File: src/rtl/a2d_pkg.sv
// Shared definitions for the ADC128S conversion scheduler: channel map,
// scheduler state encoding and the SPI command builder.
package a2d_pkg;

    // ADC128S channel numbers for the four sweep slots.
    localparam logic [2:0] CH_LFT   = 3'd0;
    localparam logic [2:0] CH_RGHT  = 3'd4;
    localparam logic [2:0] CH_STEER = 3'd5;
    localparam logic [2:0] CH_BATT  = 3'd6;

    // Last transaction index of a sweep (T4, the dummy resend of slot 0).
    localparam logic [2:0] IDX_LAST = 3'd4;

    typedef enum logic [1:0] {
        IDLE,
        ISSUE,
        WAIT
    } state_t;

    // SPI command word: channel select lives in bits [13:11].
    function automatic logic [15:0] build_cmd(input logic [2:0] ch);
        return {2'b00, ch, 11'h000};
    endfunction

endpackage

File: src/rtl/a2d_sched.sv
// Round-robin ADC128S sweep scheduler. Each request drives the SPI master
// through five pipelined transactions (T0..T4), collects the four channel
// results and publishes them with a one-cycle round_vld strobe.
module a2d_sched
    import a2d_pkg::*;
#(
    parameter int unsigned TIMEOUT = 4096
) (
    input  logic        clk,
    input  logic        rst_n,
    input  logic        nxt,
    output logic        wrt,
    output logic [15:0] cmd,
    input  logic        done,
    input  logic [15:0] rd_data,
    output logic [11:0] lft_ld,
    output logic [11:0] rght_ld,
    output logic [11:0] steer_pot,
    output logic [11:0] batt,
    output logic        round_vld,
    output logic        busy,
    output logic        err
);

    localparam int unsigned     CW       = $clog2(TIMEOUT);
    localparam logic [CW-1:0]   TMO_LAST = CW'(TIMEOUT - 1);

    state_t             state_q, state_d;
    logic [2:0]         idx_q, idx_d;
    logic [CW-1:0]      cnt_q, cnt_d;
    logic               pend_q, pend_d;
    logic               wrt_q, wrt_d;
    logic [15:0]        cmd_q, cmd_d;
    logic [3:0][11:0]   res_q, res_d;
    logic               rv_q, rv_d;
    logic               busy_q, busy_d;
    logic               err_q, err_d;

    logic [CW-1:0]      cnt_inc;
    logic [1:0]         slot;
    logic [2:0]         ch;
    logic               load_cmd;
    logic               rd_hi_unused;

    // Upper response nibble carries no conversion data.
    assign rd_hi_unused = ^rd_data[15:12];

    // Next-state, result capture and strobe generation.
    always_comb begin
        state_d  = state_q;
        idx_d    = idx_q;
        cnt_d    = cnt_q;
        pend_d   = pend_q;
        wrt_d    = 1'b0;
        cmd_d    = cmd_q;
        res_d    = res_q;
        rv_d     = 1'b0;
        err_d    = 1'b0;
        load_cmd = 1'b0;
        ch       = CH_LFT;
        cnt_inc  = cnt_q + CW'(1);
        slot     = 2'(idx_q - 3'd1);

        case (state_q)
            IDLE: begin
                if (nxt || pend_q) begin
                    idx_d    = '0;
                    pend_d   = 1'b0;
                    wrt_d    = 1'b1;
                    load_cmd = 1'b1;
                    state_d  = ISSUE;
                end
            end
            // ISSUE entered from IDLE already carries wrt; entered from WAIT it
            // spends one quiet cycle first, so wrt_q tells the two apart.
            ISSUE: begin
                if (nxt) pend_d = 1'b1;
                cnt_d = '0;
                if (wrt_q) state_d = WAIT;
                else       wrt_d   = 1'b1;
            end
            WAIT: begin
                if (nxt) pend_d = 1'b1;
                if (done) begin
                    if (idx_q != 3'd0) res_d[slot] = rd_data[11:0];
                    if (idx_q == IDX_LAST) begin
                        rv_d    = 1'b1;
                        state_d = IDLE;
                    end else begin
                        idx_d    = idx_q + 3'd1;
                        load_cmd = 1'b1;
                        state_d  = ISSUE;
                    end
                end else if (cnt_inc == TMO_LAST) begin
                    err_d   = 1'b1;
                    state_d = IDLE;
                end else begin
                    cnt_d = cnt_inc;
                end
            end
            default: state_d = IDLE;
        endcase

        if (load_cmd) begin
            case (idx_d)
                3'd0:    ch = CH_LFT;
                3'd1:    ch = CH_RGHT;
                3'd2:    ch = CH_STEER;
                3'd3:    ch = CH_BATT;
                default: ch = CH_LFT;
            endcase
            cmd_d = build_cmd(ch);
        end

        busy_d = (state_d != IDLE);
    end

    // State and output registers.
    always_ff @(posedge clk or negedge rst_n) begin
        if (!rst_n) begin
            state_q <= IDLE;
            idx_q   <= '0;
            cnt_q   <= '0;
            pend_q  <= 1'b0;
            wrt_q   <= 1'b0;
            cmd_q   <= '0;
            res_q   <= '0;
            rv_q    <= 1'b0;
            busy_q  <= 1'b0;
            err_q   <= 1'b0;
        end else begin
            state_q <= state_d;
            idx_q   <= idx_d;
            cnt_q   <= cnt_d;
            pend_q  <= pend_d;
            wrt_q   <= wrt_d;
            cmd_q   <= cmd_d;
            res_q   <= res_d;
            rv_q    <= rv_d;
            busy_q  <= busy_d;
            err_q   <= err_d;
        end
    end

    assign wrt       = wrt_q;
    assign cmd       = cmd_q;
    assign lft_ld    = res_q[0];
    assign rght_ld   = res_q[1];
    assign steer_pot = res_q[2];
    assign batt      = res_q[3];
    assign round_vld = rv_q;
    assign busy      = busy_q;
    assign err       = err_q;

endmodule
File: config.mk
export PLATFORM = sky130hd
export DESIGN_NAME = a2d_sched
export DESIGN_NICKNAME = d
export VERILOG_FILES = /design/src/rtl/a2d_pkg.sv /design/src/rtl/a2d_sched.sv
export SDC_FILE = /design/constraint.sdc
export NUM_CORES = 1
export LEC_CHECK = 0
export BUFFER_PORTS_ARGS = -buffer_cell sky130_fd_sc_hd__clkbuf_2
export CAP_MARGIN = 15
export CORE_ASPECT_RATIO = 1.2
export CORE_UTILIZATION = 55
export DETAILED_ROUTE_END_ITERATION = 6
export GPL_TIMING_DRIVEN = 0
export PLACE_DENSITY = 0.82
export SLEW_MARGIN = 20
export SYNTH_ARGS = -nofsm -noshare
export SYNTH_HDL_FRONTEND = slang
export SYNTH_SLANG_ARGS = --single-unit
export TNS_END_PERCENT = 5
File: constraint.sdc
create_clock -name clk -period 4.23 [get_ports clk]
set_input_delay 0.846 -clock clk [delete_from_list [all_inputs] [get_ports clk]]
set_output_delay 0.846 -clock clk [all_outputs]
set_load 0.01 [all_outputs]
== Word-level counts from Yosys, hierarchy flattened ==
Cells that the tools add are included.

* Bits in registers: 73
* Output and inout bits: 68
* Logic and storage cells: 72

* Add/subtract/negate cells: 3
* Order comparisons: 2
* Equal/unequal tests: 11
* Multiplexer cells: 32
* Reduce and logical (&&, ||, !) cells: 11

{| class="wikitable"
|+ Operators by type and width
! cell !! number
|-
| bitwise mux 48 bit || 1
|-
| two-way mux 12 bit || 3
|-
| demux 12 bit (select 2 bit) || 1
|-
| case mux 12 bit (2 select lines) || 1
|-
| two-way mux 1 bit || 13
|-
| adder 12 x 1 -> 12 bit, second input constant || 1
|-
| == test 12 bit, second input constant || 1
|-
| two-way mux 3 bit || 3
|-
| case mux 3 bit (3 select lines) || 1
|-
| AND reduction 3 bit || 3
|-
| two-way mux 2 bit || 4
|-
| == test 3 x 2 -> 1 bit, second input constant || 2
|-
| != test 2 bit, second input constant || 3
|-
| case mux 1 bit (2 select lines) || 3
|-
| case mux 2 bit (3 select lines) || 1
|-
| case mux 3 bit (2 select lines) || 1
|-
| nonzero test 2 bit || 3
|-
| adder 3 x 1 -> 3 bit, second input constant || 1
|-
| == test 3 x 1 -> 1 bit, second input constant || 1
|-
| == test 3 bit, second input constant || 1
|-
| < comparator 2 x 3 -> 1 bit, second input constant || 1
|-
| nonzero test 3 bit || 1
|-
| == test 2 x 1 -> 1 bit, second input constant || 1
|-
| == test 2 bit, second input constant || 1
|-
| 7 further kinds || 7
|}

== Logic depth before layout (Yosys ltp) ==
* Word-level depth: 6
* Depth in mapped cells: 9

== Least setup slack after synthesis ==
OpenSTA, ideal clock, no wires.

* Kind: in2reg
* From: in nxt
* To: reg cmd_q[13] (netlist: cmd[13])
* Arrival time: 2.016 ns
* Setup slack: 2.076 ns
* Cell stages on the path: 6
* Cells stage by stage: or2_2 > mux2i_1 > nor3_1 > or3_1 > o21ai_0 > o21ai_0

* Cells in the longest elaborated chain, start to end: 5
* Elaborated cells between the ends (all ways): 9
* Those cells by class: 3 x eq/ne; 5 x mux; 1 x reduce/logical

{| class="wikitable"
|+ Ends and longest elaborated chain
! what !! RTL line !! text
|-
| from (decl) || a2d_sched.sv:11 || <nowiki>input logic nxt,</nowiki>
|-
| logical OR 1 bit * || a2d_sched.sv:66 || <nowiki>if (nxt || pend_q) begin</nowiki>
|-
| two-way mux 3 bit || a2d_sched.sv:66 ||
|-
| case mux 3 bit (2 select lines) || a2d_sched.sv:64 || <nowiki>case (state_q)</nowiki>
|-
| == test 3 x 2 -> 1 bit / == test 3 x 1 -> 1 bit (equally long branches) || a2d_sched.sv:105 || <nowiki>case (idx_d)</nowiki>
|-
| case mux 3 bit (3 select lines) || a2d_sched.sv:105 ||
|-
| to (signal assigned) || a2d_sched.sv:137 || <nowiki>cmd_q <= cmd_d;</nowiki>
|-
| to (decl) || a2d_sched.sv:33 || <nowiki>logic [15:0] cmd_q, cmd_d;</nowiki>
|}

Mark *: on every way between the ends. The rest lies on a longest branch, timed or not.
A chain may end at the register's enable or synchronous reset.

== Worst setup path in the final report ==
* From: reg state_q[0]
* To: reg res_q (netlist bit lft_ld[9])

* Cells in the longest elaborated chain, start to end: 2

{| class="wikitable"
|+ Ends and longest elaborated chain
! what !! RTL line !! text
|-
| from (decl) || a2d_sched.sv:28 || <nowiki>state_t state_q, state_d;</nowiki>
|-
| from (signal assigned) || a2d_sched.sv:132 || <nowiki>state_q <= state_d;</nowiki>
|-
| == test 2 bit || a2d_sched.sv:64 ||
|-
| AND reduction 3 bit (no line) || -- ||
|-
| to (signal assigned) || a2d_sched.sv:138 || <nowiki>res_q <= res_d;</nowiki>
|-
| to (decl) || a2d_sched.sv:34 || <nowiki>logic [3:0][11:0] res_q, res_d;</nowiki>
|}

No other way between the ends.

==> results.yml <==
timing:
  min_period_ns: 2.41
  min_period_over_period: 0.570
  rsz0062_at_grt: "no"
  timing.slew.headroom: 0.540
  worst-slew-pin-transition_ns: 0.689
  clock.fmax_mhz: 415
  hold_viol_final: 0
  worst_clk_skew_ns: 0.00329
  post-route-worst-setup-slack_ns: 1.82
  setup_tns_ns: 0
  timing.final.setup_violations: 0
  maxSlewViolCount: 0
yosys:
  synthCells: 312
  synth_edf_count: 0
  synth_simple_gate_area_frac: 0.135
  synth-xor-area-share: 0.0177
  yosys_most_used_dff: "dfrtp_1"
  post_synth.cell_area_avg_um2: 11.1
  yosys_warnings: 0
  post_synth_fa_ha_maj_area_fraction: 0.0397
  synth_largest_area_cell: "dfrtp_1"
  combinational_family_with_the_most_area_after_synthesis: "simple AND/OR/NAND/NOR gates"
  yosys.cell_types.count: 47
  synth-compound-area-share: 0.101
  synth_area_um2: 3470
  synth-async-reset-ratio: 1.00
  largest_cells_by_area_after_synthesis: "dfrtp_1, mux2_2, nand2_1, ha_1, buf_4"
  yosys.area.top_type_share: 0.527
  mux_cell_area_share_after_synthesis: 0.126
  synth-seq-area-share: 0.527
  synth_seq_cells: 73
setup_path:
  setup.worst_path.class: "reg -> reg"
  critical_path.endpoint_type: "register"
  critPathRequiredTime_ns: 4.47
  r2r-start: "state_q[0]"
  critical_path_arrival_ns: 2.65
  path_delay_family: "buffers and inverters"
  cpMaxStageDelayCell: "dfrtp_1"
  critical-path-max-stage-delay_ns: 0.45
  critPathLaunch: "state_q[0]"
  worstPathCellList: "inv_1 -> ha_1 -> clkbuf_1 -> nand2_1 -> a21oi_1 -> nand2_1 -> clkbuf_1 -> mux2_2"
  worst-path-buf-inv: 3
  critical_path.max_fanout: 10
  startpoint_type: "register"
floorplanning:
  coreArea_um2: 6050
  fp.dieArea_um2: 6630
  die_h_um: 89.0
  floorplan_die_width_um: 74.5
  start_util: 0.573
  boundaryPins: 88
  placement_rows: 31
clock_network:
  total_number_of_h_tree_levels: 3
  clockBufferDepth: 2
  clockRootBuffer: "clkbuf_8"
  cts_sinks: 73
  hold_buffers: 0
  post_cts_buffers: 0
  cts-buffers-inserted: 9
  clkTransAtPathRegs_ns: 0.08
  clock_latency_ns: 0.35
  post_cts.resized_instances: 0
  cts_tree: "built"
drt:
  total_detailed_routing_wirelength_um: 7100
  ant_nets: 0
  first_pass_iters: 4
  vias_per_cell: 5.22
  detailroute.via_count: 2570
  drcViolationCount: 0
  detailedRoute.firstIterationViolations: 104
  detailed_route_wire_length_per_cell_um: 14.4
outcome:
  run_status: "completed"
finish:
  antenna_cells: 0
  final_net_count: 436
  areaGrowthSynthToFinish_pct: 21.4
  drive_above_1_share: 0.356
placed_design:
  place_worst_setup_slack_ns: 1.72
  detailed_place_hpwl_um: 5040
  globalplace.congestion: 0.886
  port_buffers: 69
global_route:
  remaining_global_route_overflow: 0
  globalRouteTotalUtil: 0.232
  grt_first_pass_wirelength_um: 11500
  grt_pass1_vias: 2534
  grt_antenna_before_repair: 0
  pin_count_of_the_biggest_net_entering_global_routing: 46
pwr:
  powerDensity_nw_per_um2: 438
  power.ir.vdd_worst_uv: 254
  power.static_leakage_uw: 0.00223
job:
  cap_violations: 0
worst_hold_path:
  hold_path_class: "in -> async"
cell usage after synthesis, types with 7 or more instances:
master / number
buf_4: 13
clkbuf_1: 7
nor2_1: 9
dfrtp_1: 73
mux2_2: 37
o21ai_0: 9
nand2_1: 55
nand3_1: 8
a21oi_1: 9
ha_1: 11
inv_1: 15
metrics by stage:
step / cell area [um^2] / hold slack, ns / power [uW] / instances / util
global route: 4210 / 0.452 / 1950 / 492 / 0.696
CTS: 4210 / 0.439 / 1860 / 492 / 0.696
global placement: 3960 / 0.458 / 1220 / 475 / 0.655
finish: 4210 / 0.437 / 1840 / 492 / 0.696
floorplan: 3510 / 0.475 / 1110 / 324 / -
detailed placement: 3990 / 0.467 / 1240 / 476 / 0.659
cells by family (layout without fill, tap and decap cells):
group / Yosys count / in the layout
AO/OA/AOI/OAI: 48 / 48
XOR/XNOR: 7 / 7
adder cells (fa/ha/maj): 11 / 11
buffers and inverters: 36 / 122
flip-flops: 73 / 73
multiplexers: 39 / 39
other: 1 / 13
AND/OR/NAND/NOR: 97 / 97
power by group:
group | leakage (uW) | switching, uW | internal, uW
sequential | 0.00101 | 54.0 | 756
combinational | 0.00111 | 247 | 173
clock | 0.000113 | 264 | 350
total | 0.00223 | 565 | 1280
final timing paths:
kind | to | cells after the start | slack (ns)
max | lft_ld[9] | 8 | 1.82
max in group asynchronous | rght_ld[8] | 2 | 3.23
min reg2reg | cmd[11] | 2 | 0.48
min | batt[9] | 1 | 0.44
min in group clk | cmd[11] | 2 | 0.48
max reg2reg | lft_ld[9] | 8 | 1.82
registers in the layout (all words and copies together), names as in the netlist, 2 cells and up:
| name | cells |
|---|---|
| batt | 12 |
| cnt_q | 12 |
| lft_ld | 12 |
| rght_ld | 12 |
| steer_pot | 12 |
| cmd | 3 |
| idx_q | 3 |
| state_q | 2 |
layout make-up:
cell class / instances / area, um^2
Inverter: 15 / 56.3
Timing Repair Buffer: 70 / 368
Clock buffer: 10 / 138
Multi-Input combinational cell: 215 / 1500
Buffer: 21 / 129
Fill cell: 461 / 1840
Tap cell: 82 / 103
Clock inverter: 6 / 90.1
Sequential cell: 73 / 1830
placed cells by master, fill, tap and decap left out, drive strengths merged, types with 5 or more instances in the layout:
master / n
dfrtp: 73
nand3: 8
ha: 11
buf: 15
nand4: 5
inv: 16
conb: 13
mux2: 37
o2bb2ai: 5
nor2: 10
o21ai: 12
clkbuf: 86
a21oi: 9
nand2: 55
xnor2: 5
metal layers:
| metal | vias to the layer above | global-route usage | routed length [um] |
|---|---|---|---|
| met5 | - | 0 | 0 |
| met4 | 0 | 0.0840 | 104 |
| met3 | 10 | 0.0834 | 405 |
| met2 | 77 | 0.406 | 3590 |
| met1 | 1233 | 0.257 | 3000 |
| li1 | 1250 | - | - |
Note: power is estimated with default switching activity, not from simulation.
